File: src/rtl/mem_arbiter.sv
// mem_arbiter
// -----------
// Two-cache RAM arbiter for the dual-core build. Two caches (core 0 and
// core 1) each present an instruction port and a data port. This block
// serialises their word transfers onto the single RAM port.
//
// Requester numbering, which is also the encoding of `owner`:
//    0 = c0.data, 1 = c0.instr, 2 = c1.data, 3 = c1.instr
//    owner = {core, is_instr}
//
// Arbitration:
//    - Between cores the preferred core is `rr`. If the preferred core has a
//      request it wins, otherwise the other core wins. After a completion by
//      core k, `rr` moves to the other core.
//    - Within the winning core, a data request beats an instruction request.
//    - A data request is dREN|dWEN. dREN and dWEN together mean a write.
//
// Ports:
//    CLK, nRST             clock; asynchronous active-low reset
//    iREN/dREN/dWEN[1:0]   per-cache request strobes
//    iaddr/daddr/dstore    per-cache address and write data (2 x 32 bit)
//    iwait/dwait[1:0]      stall to each requester; low only in its
//                          completion cycle
//    iload/dload           read data; equals ramload while owned, else 0
//    ramaddr/ramstore      RAM address and write data
//    ramREN/ramWEN         RAM strobes; the two are never high together
//    ramload               RAM read data
//    ramstate              RAM status; cpu_types_pkg ramstate_t encoding
//                          (FREE=0, BUSY=1, ACCESS=2, ERROR=3)
//
// Optional feature, enabled with the macro MEM_ARB_PERF_EN:
//    grant_cnt[1:0]        completions per core (wraps at 2^32)
//    stall_cnt[1:0]        cycles per core with an active request whose
//                          wait is high (wraps at 2^32)
//    err_seen              sticky flag, set when an owned transfer sees ERROR
// When the macro is undefined, these ports and their logic are absent.

module mem_arbiter #(
    parameter int CPUS = 2
) (
    input  logic                   CLK,
    input  logic                   nRST,
    input  logic [CPUS-1:0]        iREN,
    input  logic [CPUS-1:0]        dREN,
    input  logic [CPUS-1:0]        dWEN,
    input  logic [CPUS-1:0][31:0]  iaddr,
    input  logic [CPUS-1:0][31:0]  daddr,
    input  logic [CPUS-1:0][31:0]  dstore,
    output logic [CPUS-1:0]        iwait,
    output logic [CPUS-1:0]        dwait,
    output logic [CPUS-1:0][31:0]  iload,
    output logic [CPUS-1:0][31:0]  dload,
    output logic [31:0]            ramaddr,
    output logic [31:0]            ramstore,
    output logic                   ramREN,
    output logic                   ramWEN,
    input  logic [31:0]            ramload,
    input  logic [1:0]             ramstate
`ifdef MEM_ARB_PERF_EN
    ,
    output logic [CPUS-1:0][31:0]  grant_cnt,
    output logic [CPUS-1:0][31:0]  stall_cnt,
    output logic                   err_seen
`endif
);

    localparam logic [1:0] RAM_ACCESS = 2'd2;

    typedef enum logic {
        IDLE,
        OWN
    } state_t;

    state_t           state;
    state_t           next_state;
    logic [1:0]       owner;
    logic             rr;

    logic [CPUS-1:0]  dreq;
    logic [CPUS-1:0]  core_req;
    logic             win_core;
    logic             win_instr;
    logic             owner_core;
    logic             owner_req;
    logic             complete;

    assign owner_core = owner[1];

    // Request summary and winner selection. The winner is only used on an
    // IDLE cycle with at least one request, so the "other core" fallback is
    // always a core that actually has a request there.
    always_comb begin
        dreq      = dREN | dWEN;
        core_req  = dreq | iREN;
        win_core  = core_req[rr] ? rr : ~rr;
        win_instr = ~dreq[win_core];
    end

    // Next-state and output logic. In OWN the RAM port is a combinational
    // view of the owner's request, so a requester that lowers its strobe
    // also drops the RAM strobe in that same cycle. An ERROR status is a
    // retry: ownership and strobes stay as they are until ACCESS arrives or
    // the owner gives up.
    always_comb begin
        next_state = state;
        iwait      = '1;
        dwait      = '1;
        iload      = '0;
        dload      = '0;
        ramaddr    = '0;
        ramstore   = '0;
        ramREN     = 1'b0;
        ramWEN     = 1'b0;
        owner_req  = 1'b0;
        complete   = 1'b0;

        case (state)
            IDLE: begin
                if (|core_req) begin
                    next_state = OWN;
                end
            end

            OWN: begin
                if (owner[0]) begin
                    owner_req          = iREN[owner_core];
                    ramaddr            = iaddr[owner_core];
                    ramREN             = iREN[owner_core];
                    iload[owner_core]  = ramload;
                end else begin
                    owner_req          = dreq[owner_core];
                    ramaddr            = daddr[owner_core];
                    ramstore           = dstore[owner_core];
                    ramWEN             = dWEN[owner_core];
                    ramREN             = dREN[owner_core] & ~dWEN[owner_core];
                    dload[owner_core]  = ramload;
                end

                if (!owner_req) begin
                    next_state = IDLE;
                end else if (ramstate == RAM_ACCESS) begin
                    complete   = 1'b1;
                    next_state = IDLE;
                    if (owner[0]) begin
                        iwait[owner_core] = 1'b0;
                    end else begin
                        dwait[owner_core] = 1'b0;
                    end
                end
            end

            default: begin
                next_state = IDLE;
            end
        endcase
    end

    // State, owner and round-robin registers. The owner is captured on the
    // grant edge. The preferred core moves only on a real completion; an
    // abandoned transfer leaves `rr` alone, so the same core keeps its turn.
    always_ff @(posedge CLK or negedge nRST) begin
        if (!nRST) begin
            state <= IDLE;
            owner <= 2'd0;
            rr    <= 1'b0;
        end else begin
            state <= next_state;
            if (state == IDLE && (|core_req)) begin
                owner <= {win_core, win_instr};
            end
            if (complete) begin
                rr <= ~owner_core;
            end
        end
    end

`ifdef MEM_ARB_PERF_EN
    localparam logic [1:0] RAM_ERROR = 2'd3;

    logic [CPUS-1:0] stall;

    // A core counts as stalled in any cycle where one of its active
    // requests sees its wait high. This includes its second port while the
    // first one completes.
    always_comb begin
        stall = (dreq & dwait) | (iREN & iwait);
    end

    // Performance counters and the sticky error flag. The counters wrap
    // naturally at 2^32.
    always_ff @(posedge CLK or negedge nRST) begin
        if (!nRST) begin
            grant_cnt <= '0;
            stall_cnt <= '0;
            err_seen  <= 1'b0;
        end else begin
            if (complete) begin
                grant_cnt[owner_core] <= grant_cnt[owner_core] + 32'd1;
            end
            for (int k = 0; k < CPUS; k++) begin
                if (stall[k]) begin
                    stall_cnt[k] <= stall_cnt[k] + 32'd1;
                end
            end
            if (state == OWN && owner_req && ramstate == RAM_ERROR) begin
                err_seen <= 1'b1;
            end
        end
    end
`endif

endmodule
File: config.mk
export PLATFORM = sky130hd
export DESIGN_NAME = mem_arbiter
export DESIGN_NICKNAME = d
export VERILOG_FILES = /design/src/rtl/mem_arbiter.sv
export SDC_FILE = /design/constraint.sdc
export NUM_CORES = 1
export LEC_CHECK = 0
export CAP_MARGIN = 25
export CORE_AREA = 10 10 158 160
export CTS_CLUSTER_DIAMETER = 200
export DETAILED_ROUTE_END_ITERATION = 12
export DIE_AREA = 0 0 168 170
export PLACE_DENSITY = 0.59
export REMOVE_ABC_BUFFERS = 1
export SYNTH_ARGS = -nofsm -noshare
export SYNTH_HDL_FRONTEND = slang
export SYNTH_SLANG_ARGS = --single-unit
File: constraint.sdc
create_clock -name CLK -period 2.4 [get_ports CLK]
set_clock_uncertainty 0.15 [all_clocks]
set_input_delay 0.6 -clock CLK [delete_from_list [all_inputs] [get_ports CLK]]
set_output_delay 0.6 -clock CLK [all_outputs]
set_load 0.05 [all_outputs]
==> impl_metrics.json <==
{
  "met3_length_mm": 2.06,
  "dieArea_um2": 28600,
  "port_buffers": 431,
  "fillCellCount": 1957,
  "die_w_um": 168,
  "vias_per_cell": 4.23,
  "setup_violations": 121,
  "ant_nets": 0,
  "drc": 0,
  "max_freq_mhz": 391,
  "placed_cell_area_um2": 9080,
  "wl_met2_mm": 13.3,
  "cp.arrival_ps": 1810,
  "clkSinkCount": 4,
  "p_per_area_nw_per_um2": 1260,
  "r2r_end": "state$_DFF_PN0_",
  "grt_first_pass_wirelength_mm": 33.1,
  "failed_checks": "setup timing",
  "hold_violations": 0,
  "gr-total-overflow": 0,
  "routedLengthMet1_mm": 8.68,
  "critPathKind": "in2out",
  "drt-total-wl_mm": 24.5,
  "dieHeight_um": 170,
  "cts.path.max_buffers": 2,
  "place.gp.congestion": 0.821,
  "drtPass1Iterations": 4,
  "wl_per_cell_um": 22.4,
  "start_kind": "input port",
  "final_cell_area_um2": 10700,
  "dp_hpwl_mm": 19.0,
  "avgSynthCellArea_um2": 7.95,
  "cts_hold_buf": 0,
  "worstSkewPairLatency_ps": 230,
  "max_stage_delay_ps": 470,
  "worstPathMaxFanout": 1,
  "path_cells": "clkdlybuf4s50_1 -> mux4_2 -> and2_4 -> buf_6",
  "synth_seq_cells": 4,
  "drive_above_1_share_pct": 62.4,
  "reg2reg_from": "owner[1]$_DFFE_PN0P_",
  "cts_tree": "done",
  "power_leakage_uw": 0.00446,
  "synth_top_area_share_pct": 29.4,
  "rsz0062_at_grt": "true",
  "synthDominantAreaCellType": "and2_1",
  "grt_pass1_vias": 5119,
  "crit_path_end_kind": "primary output",
  "antenna_found_initial": 2,
  "cts_buffers": 3,
  "finalNetCount": 1050,
  "yosys-top-cells-area": "and2_1 (29%), mux4_2 (26%), mux2i_1 (12%)",
  "routed.top_layer": "met4",
  "final-max-slew-violation-count": 0,
  "tightest_slew_ps": 370,
  "fp-row-count": 54,
  "fin_crit_ps": 2560,
  "cpLargestDelayFamily": "buffers and inverters",
  "synthesis.area_um2": 2730,
  "htreeDepth": 1,
  "peakVddDrop_uv": 660,
  "start_util_pct": 12.6,
  "cts_root_buf": "clkbuf_16",
  "syn2layout_area_growth_pct": 292,
  "vias": 4634,
  "core_um2": 21700,
  "grt_usage_pct": 14.9,
  "fin_crit_sh_pct": 107,
  "cts.clk_slew.worst_paths_ps": 30,
  "slew-limit-headroom_pct": 75.3,
  "synthCells": 343,
  "synth.distinct_cells": 31,
  "status": "complete, but fails checks",
  "hold_class": "in2async",
  "r2r_slack_ps": 110,
  "crit_required_ps": 1650,
  "dp_slack_ps": -258,
  "grt_start_max_net_pins": 34,
  "crit_buf_inv": 2,
  "io_pins": 432,
  "cap_violations": 0,
  "crit_slowest_cell": "mux4_2",
  "yosysSeqAreaShare_pct": 3.67,
  "rr_worst_depth": 11,
  "first_iter_violations": 175,
  "ys_warn_count": 0,
  "setup_slack_ps": -159
}
[registers in the layout, indices dropped and copies added, names as in the netlist]
| name | cells |
|---|---|
| owner | 2 |
| rr | 1 |
| state | 1 |
[power breakdown]
group | switching (µW) | internal, µW
logic | 6610 | 6450
registers | 71.2 | 108
clock network | 54.1 | 214
total | 6730 | 6770
[cells in the final DEF (no fill, tap or decap), types with 2 or more instances in the layout]
cell type        Yosys  routed
buf_12               0     180
clkdlybuf4s50_1      0     169
and2_4               0     124
dlygate4sd2_1        0      59
and3_4               0      36
mux4_2              32      32
buf_4                4      29
mux2i_1             34      28
buf_6                4      26
nor2_2               1      22
buf_8                0      22
nor2_1              42      15
clkbuf_16            0       7
buf_16               0       7
nor2_4               0       6
dlymetal6s2s_1       0       5
mux2i_4              0       4
and2_1             128       4
nor3_1               4       4
inv_1                4       3
nand2_2              0       2
mux2i_2              0       2
o21ai_0              2       2
o31ai_1              2       2
dfrtp_2              0       2
[cell usage after synthesis]
| master | instances |
|---|---|
| a2111oi_2 | 1 |
| a21oi_1 | 1 |
| a31oi_1 | 1 |
| a41o_1 | 1 |
| and2_1 | 128 |
| and3_1 | 34 |
| buf_2 | 5 |
| buf_4 | 4 |
| buf_6 | 4 |
| clkbuf_1 | 23 |
| dfrtp_1 | 4 |
| inv_1 | 4 |
| mux2i_1 | 34 |
| mux4_2 | 32 |
| nand2_1 | 3 |
| nand2b_1 | 2 |
| nand3_1 | 2 |
| nand3b_1 | 1 |
| nor2_1 | 42 |
| nor2_2 | 1 |
| nor3_1 | 4 |
| nor3b_1 | 1 |
| nor4_1 | 1 |
| o21ai_0 | 2 |
| o21bai_1 | 1 |
| o311ai_0 | 1 |
| o31ai_1 | 2 |
| o32a_1 | 1 |
| o32ai_1 | 1 |
| or3b_1 | 1 |
| or4_1 | 1 |
[worst reg2reg max path: stages, from the launching register on]
cell	delay [ps]
dfrtp_4	520
buf_12	170
buf_12	140
mux2i_4	180
nand2_2	70
buf_4	130
buf_4	120
buf_4	120
buf_4	120
buf_4	120
buf_4	120
a41o_1	230
[how the worst max path moves through the flow]
| stage | startpoint | endpoint | slack, ps | cells past startpoint |
|---|---|---|---|---|
| final | iaddr[50] | ramaddr[18] | -160 | 4 |
| after global routing | owner[1]$_DFFE_PN0P_ | ramaddr[13] | -210 | 5 |
| after CTS | owner[1]$_DFFE_PN0P_ | ramaddr[13] | -180 | 5 |
| after detailed placement | iREN[0] | iwait[0] | -260 | 4 |
| after global placement | iREN[0] | iwait[0] | -230 | 4 |
| after floorplan | owner[1]$_DFFE_PN0P_ | iload[0] | -2760 | 2 |
[timing repair]
action | 4_1_cts | 5_1_grt
pin swaps | 25 | 31
endpoints found under the setup margin | 150 | 191
gates cloned | 8 | 5
gates resized for setup | 288 | 80
setup buffers | 24 | 10
[cell type report]
cell class | instances | area, µm² | share of cell area (%)
Timing Repair Buffer | 501 | 7010 | 65.6
Clock buffer | 3 | 75.1 | 0.702
Sequential cell | 4 | 106 | 0.995
Tap cell | 280 | 350 | 3.28
Inverter | 4 | 15.0 | 0.140
Antenna cell | 1 | 2.50 | 0.0234
Multi-Input combinational cell | 302 | 3130 | 29.3
[metal layers]
metal	vias to the layer above	GRT usage, %
met5	-	0
met4	0	3.60
met3	28	4.75
met2	256	29.3
met1	2190	14.6
li1	2160	-
[cell families after synthesis]
family / share of synthesized area, %
mux: 38.9
compound gates: 3.53
flops: 3.67
buf+inv: 7.38
simple gates: 46.5
[through the flow]
step	TNS [ps]	cells	hold slack (ps)	utilization, %	total power [µW]
floorplan	-462030	307	154	-	5670
global placement	-6050	1047	450	41.9	10800
detailed placement	-6440	1047	458	41.9	10800
CTS	-20980	1081	434	47.4	13000
global route	-17890	1095	441	49.3	14000
finish	-10450	1095	426	49.3	13500
Note: power is estimated with default switching activity, not from simulation.
